**src/rtl/parity_check_rx.sv**
```systemverilog
// Serial even-parity frame receiver.
// A frame is DATA_W data bits sent LSB first, followed by one even-parity bit.
// A frame is aborted when TIMEOUT consecutive idle cycles occur mid-frame.
module parity_check_rx #(
  parameter int DATA_W  = 8,
  parameter int TIMEOUT = 4
) (
  input  logic              clk,
  input  logic              rst,
  input  logic              bit_in,
  input  logic              bit_valid,
  output logic [DATA_W-1:0] data_out,
  output logic              out_valid,
  output logic              parity_err,
  output logic              frame_err,
  output logic              busy
);

  localparam int CNT_W = $clog2(DATA_W + 1);
  localparam int GAP_W = $clog2(TIMEOUT + 1);

  typedef enum logic [1:0] {
    IDLE   = 2'd0,
    DATA   = 2'd1,
    PARITY = 2'd2
  } state_t;

  state_t             state;
  state_t             state_next;
  logic [CNT_W-1:0]   bit_cnt;
  logic [GAP_W-1:0]   gap_cnt;
  logic               run_par;
  logic [DATA_W-1:0]  shreg;
  logic               timeout_hit;

  // Abort condition: this idle cycle brings the gap count up to TIMEOUT.
  always_comb begin
    timeout_hit = 1'b0;
    if ((state != IDLE) && !bit_valid && (gap_cnt == GAP_W'(TIMEOUT - 1)))
      timeout_hit = 1'b1;
  end

  // State register.
  always_ff @(posedge clk) begin
    if (rst)
      state <= IDLE;
    else
      state <= state_next;
  end

  // Next-state logic.
  always_comb begin
    state_next = state;
    case (state)
      IDLE: begin
        if (bit_valid)
          state_next = DATA;
      end
      DATA: begin
        if (bit_valid) begin
          if (bit_cnt == CNT_W'(DATA_W - 1))
            state_next = PARITY;
        end else if (timeout_hit) begin
          state_next = IDLE;
        end
      end
      PARITY: begin
        if (bit_valid || timeout_hit)
          state_next = IDLE;
      end
      default: state_next = IDLE;
    endcase
  end

  // Output decode from the state.
  always_comb begin
    busy = 1'b0;
    if ((state == DATA) || (state == PARITY))
      busy = 1'b1;
  end

  // Frame assembly, gap counting, result registers and one-cycle pulses.
  always_ff @(posedge clk) begin
    if (rst) begin
      bit_cnt    <= '0;
      gap_cnt    <= '0;
      run_par    <= 1'b0;
      shreg      <= '0;
      data_out   <= '0;
      out_valid  <= 1'b0;
      parity_err <= 1'b0;
      frame_err  <= 1'b0;
    end else begin
      out_valid <= 1'b0;
      frame_err <= 1'b0;

      if (bit_valid || (state == IDLE))
        gap_cnt <= '0;
      else if (timeout_hit)
        gap_cnt <= '0;
      else
        gap_cnt <= gap_cnt + 1'b1;

      if (timeout_hit)
        frame_err <= 1'b1;

      if (bit_valid) begin
        case (state)
          IDLE: begin
            // Start of frame: the shift register is cleared so later bits can be OR-ed in.
            shreg   <= DATA_W'(bit_in);
            run_par <= bit_in;
            bit_cnt <= CNT_W'(1);
          end
          DATA: begin
            shreg   <= shreg | (DATA_W'(bit_in) << bit_cnt);
            run_par <= run_par ^ bit_in;
            bit_cnt <= bit_cnt + 1'b1;
          end
          PARITY: begin
            data_out   <= shreg;
            parity_err <= run_par ^ bit_in;
            out_valid  <= 1'b1;
            bit_cnt    <= '0;
            run_par    <= 1'b0;
          end
          default: ;
        endcase
      end else if (timeout_hit) begin
        bit_cnt <= '0;
        run_par <= 1'b0;
      end
    end
  end

endmodule

```
**config.mk**
```make
export PLATFORM = sky130hd
export DESIGN_NAME = parity_check_rx
export DESIGN_NICKNAME = d
export VERILOG_FILES = /design/src/rtl/parity_check_rx.sv
export SDC_FILE = /design/constraint.sdc
export NUM_CORES = 1
export LEC_CHECK = 0
export BUFFER_PORTS_ARGS = -buffer_cell sky130_fd_sc_hd__buf_2
export CELL_PAD_IN_SITES_DETAIL_PLACEMENT = 0
export CELL_PAD_IN_SITES_GLOBAL_PLACEMENT = 2
export CORE_AREA = 2 2 70 72
export CTS_BUF_LIST = sky130_fd_sc_hd__clkbuf_16
export CTS_CLUSTER_SIZE = 16
export DETAILED_ROUTE_END_ITERATION = 10
export DIE_AREA = 0 0 72 74
export PLACE_DENSITY_LB_ADDON = 0.1
export SETUP_SLACK_MARGIN = 0.2
export SYNTH_ARGS = -nofsm -noshare
export SYNTH_HDL_FRONTEND = slang
export SYNTH_SLANG_ARGS = --single-unit
export TNS_END_PERCENT = 30
```
**constraint.sdc**
```tcl
create_clock -name clk -period 1.7 [get_ports clk]
set_clock_uncertainty 0.15 [all_clocks]
set_input_delay 0.255 -clock clk [delete_from_list [all_inputs] [get_ports clk]]
set_output_delay 0.255 -clock clk [all_outputs]
set_load 0.01 [all_outputs]
```
==> out/metrics.yaml <==
die:
  fp-row-count: 25
  coreArea_um2: 4600
  die_x_um: 72
  start_util_pct: 28.5
  io_pins: 16
  chipHeight_um: 74
  die-area_um2: 5330
timing:
  period_needed_ns: 1.53
  hold_viol: 0
  drv_slew: 0
  worst_slew_pin_slew_ns: 0.369
  min_period_over_period_pct: 90.1
  rsz0062_at_grt: "true"
  setup_viol: 0
  finalSetupTns_ns: 0
  timing.fmax_ghz: 0.653
  relSlewSlack_pct: 75.3
critical_path:
  path_class: "flop to flop"
  worstSetupStartpointType: "flop"
  r2r-end: "run_par"
  cp.arrival_ns: 1.59
  reg2reg_depth: 6
  crit_path_end_kind: "flop"
  r2r_slack_ns: 0.17
  worstPathMaxFanout: 5
  r2r_start: "state[0]"
  worstPathRequired_ns: 1.75
synthesis:
  ys_async_sr_fraction_pct: 0
  synth.distinct_cells: 38
  netlist_top_cells_area: "dfxtp_1 (44%), nand2_1 (6.6%), a21oi_1 (6.1%)"
  synth_common_cells: "dfxtp_1 (29), nand2_1 (23), nor2_1 (19)"
  synth_edf_count: 0
  yosys.area.top_type: "dfxtp_1"
  synth_seq_cells: 29
  ys.flop_type: "dfxtp_1"
  post-synth-top-count-cell: "dfxtp_1"
  synth_warnings: 0
  syn_area_per_cell_um2: 8.58
  synth.cell_area_um2: 1310
  ys_seq_area_share_pct: 44.2
  synthCells: 153
  syn_nets: 163
  synth_top_cell_area_share_pct: 44.2
placement:
  port_buffers: 15
  dp_hpwl_um: 2140
  routabilityCongestion: 0.763
  dpl_cell_area_um2: 1450
min_path:
  hold_end: "bit_cnt[1]"
  hold_path_class: "primary input to flop"
  min_path_cells: 2
  hold_path_startpoint: "rst"
cells_and_area:
  drive_gt1_share_pct: 29.6
  diodes: 0
  postLayoutCoreUtil_pct: 36.9
  layout.nets: 188
  area_growth_pct: 29.2
  postLayoutCellArea_um2: 1700
power_and_ir_drop:
  p_leak_nw: 0.655
  peakVddDrop_mv: 0.333
  power-per-cell-area_nw_per_um2: 1010
  finalPower_w: 0.00171
clock_tree:
  clock_latency_ns: 0.27
  tritoncts: "built"
  cts_sinks: 29
  path_clk_slew_ns: 0.05
  root_buffer: "clkbuf_16"
  clockBufferDepth: 2
  numCtsBuffers: 5
  h-tree-depth: 2
route:
  via_count: 1139
  drtPass1Iterations: 4
  drc: 0
  via_per_inst: 4.89
  drtIter0Drc: 37
  routedWlPerCell_um: 12.9
  postRouteWirelength_um: 3010
  drtAntennaViolNets: 0
global_route:
  grt_overflow: 0
  grt_pass1_wl_um: 4850
  first_global_vias: 1018
  antenna_found_initial: 0
  grt_max_degree: 19
  grt_usage_pct: 12.3
run:
  drv_cap: 0
outcome:
  run_status: "completed"
## where the power goes
part	total [W]	leakage, nW	internal, W	switching [W]
Sequential	0.000711	0.237	0.000694	0.0000171
Combinational	0.000197	0.350	0.0000907	0.000106
Clock	0.000803	0.0687	0.000526	0.000277
## through the flow
stage          std cells  hold WS [ns]  setup WS (ns)
6_report             233         0.155          0.169
5_1_grt              233         0.167         0.0748
4_1_cts              232         0.158          0.176
3_5_place_dp         219         0.263         0.0948
3_3_place_gp         219         0.255          0.129
2_1_floorplan        153         0.247          0.200
## kinds of logic (layout without fill, tap and decap cells)
family | Yosys count | in the layout | share of synthesized area [%]
fa+ha+maj | 6 | 6 | 5.72
xor+xnor | 1 | 1 | 0.667
simple gates | 70 | 70 | 26.7
buf+inv | 14 | 40 | 6.67
flops | 29 | 29 | 44.2
compound gates | 33 | 33 | 16.0
## layout make-up
| cell class | count | area (µm²) |
|---|---|---|
| clock buffers | 5 | 125 |
| clock inverters | 3 | 12.5 |
| fillers | 475 | 2900 |
| inverters | 5 | 23.8 |
| multi-input cells | 110 | 704 |
| flip-flops and latches | 29 | 591 |
| well taps | 54 | 67.6 |
| repair buffers | 27 | 171 |
## repair_timing
| action | in CTS | in global routing |
|---|---|---|
| hold endpoints to repair | 0 | 0 |
| resized for setup | 9 | 6 |
| pin swaps | 12 | 2 |
| hold buffers | 0 | 0 |
| setup buffers | 5 | 1 |
| setup endpoints to repair | 13 | 24 |
## layer usage
layer / track usage, % / wire, µm / up-vias
met5: 0 / 0 / -
li1: - / - / 585
met2: 18.7 / 1340 / 23
met1: 15.9 / 1530 / 529
met4: 5.66 / 22 / 0
met3: 3.93 / 117 / 2
## flip-flops by register name (all words and copies together) (netlist names)
register	count
bit_cnt	4
data_out	8
state	2
frame_err	1
gap_cnt	3
shreg	8
out_valid	1
parity_err	1
run_par	1
## layout by cell type (no fill, tap or decap), types with 2 or more instances in the layout
cell and instances:
clkbuf_16 5, a32oi_1 4, buf_4 12, dfxtp_1 25, o21ai_1 4, and2_1 3, a22oi_1 2, nor2b_1 2
inv_4 2, nand2_1 23, nor2_1 17, nand4_1 3, ha_4 3, nand3_1 3, nand3b_1 3, ha_1 2
a21oi_1 16, clkinv_1 2, dfxtp_2 2, inv_1 2, nor2_2 3, buf_2 14, dfxtp_4 2
## worst max-delay path by stage
stage | start | endpoint | slack (ns) | depth (start not counted)
finish | state[0] | run_par | 0.17 | 6
global route | state[1] | run_par | 0.07 | 6
CTS | state[0] | run_par | 0.18 | 6
detailed placement | state[1] | bit_cnt[2] | 0.09 | 6
global placement | state[1] | bit_cnt[3] | 0.13 | 6
floorplan | state[0] | bit_cnt[2] | 0.20 | 7
## critical path, stage by stage, from the launching register on
cell     delay, ns
dfxtp_4       0.38
inv_4         0.05
ha_4          0.15
o31a_1        0.33
a21oi_4       0.19
a22oi_2       0.10
nor2_1        0.11
Power figures use the tool's default switching activity.
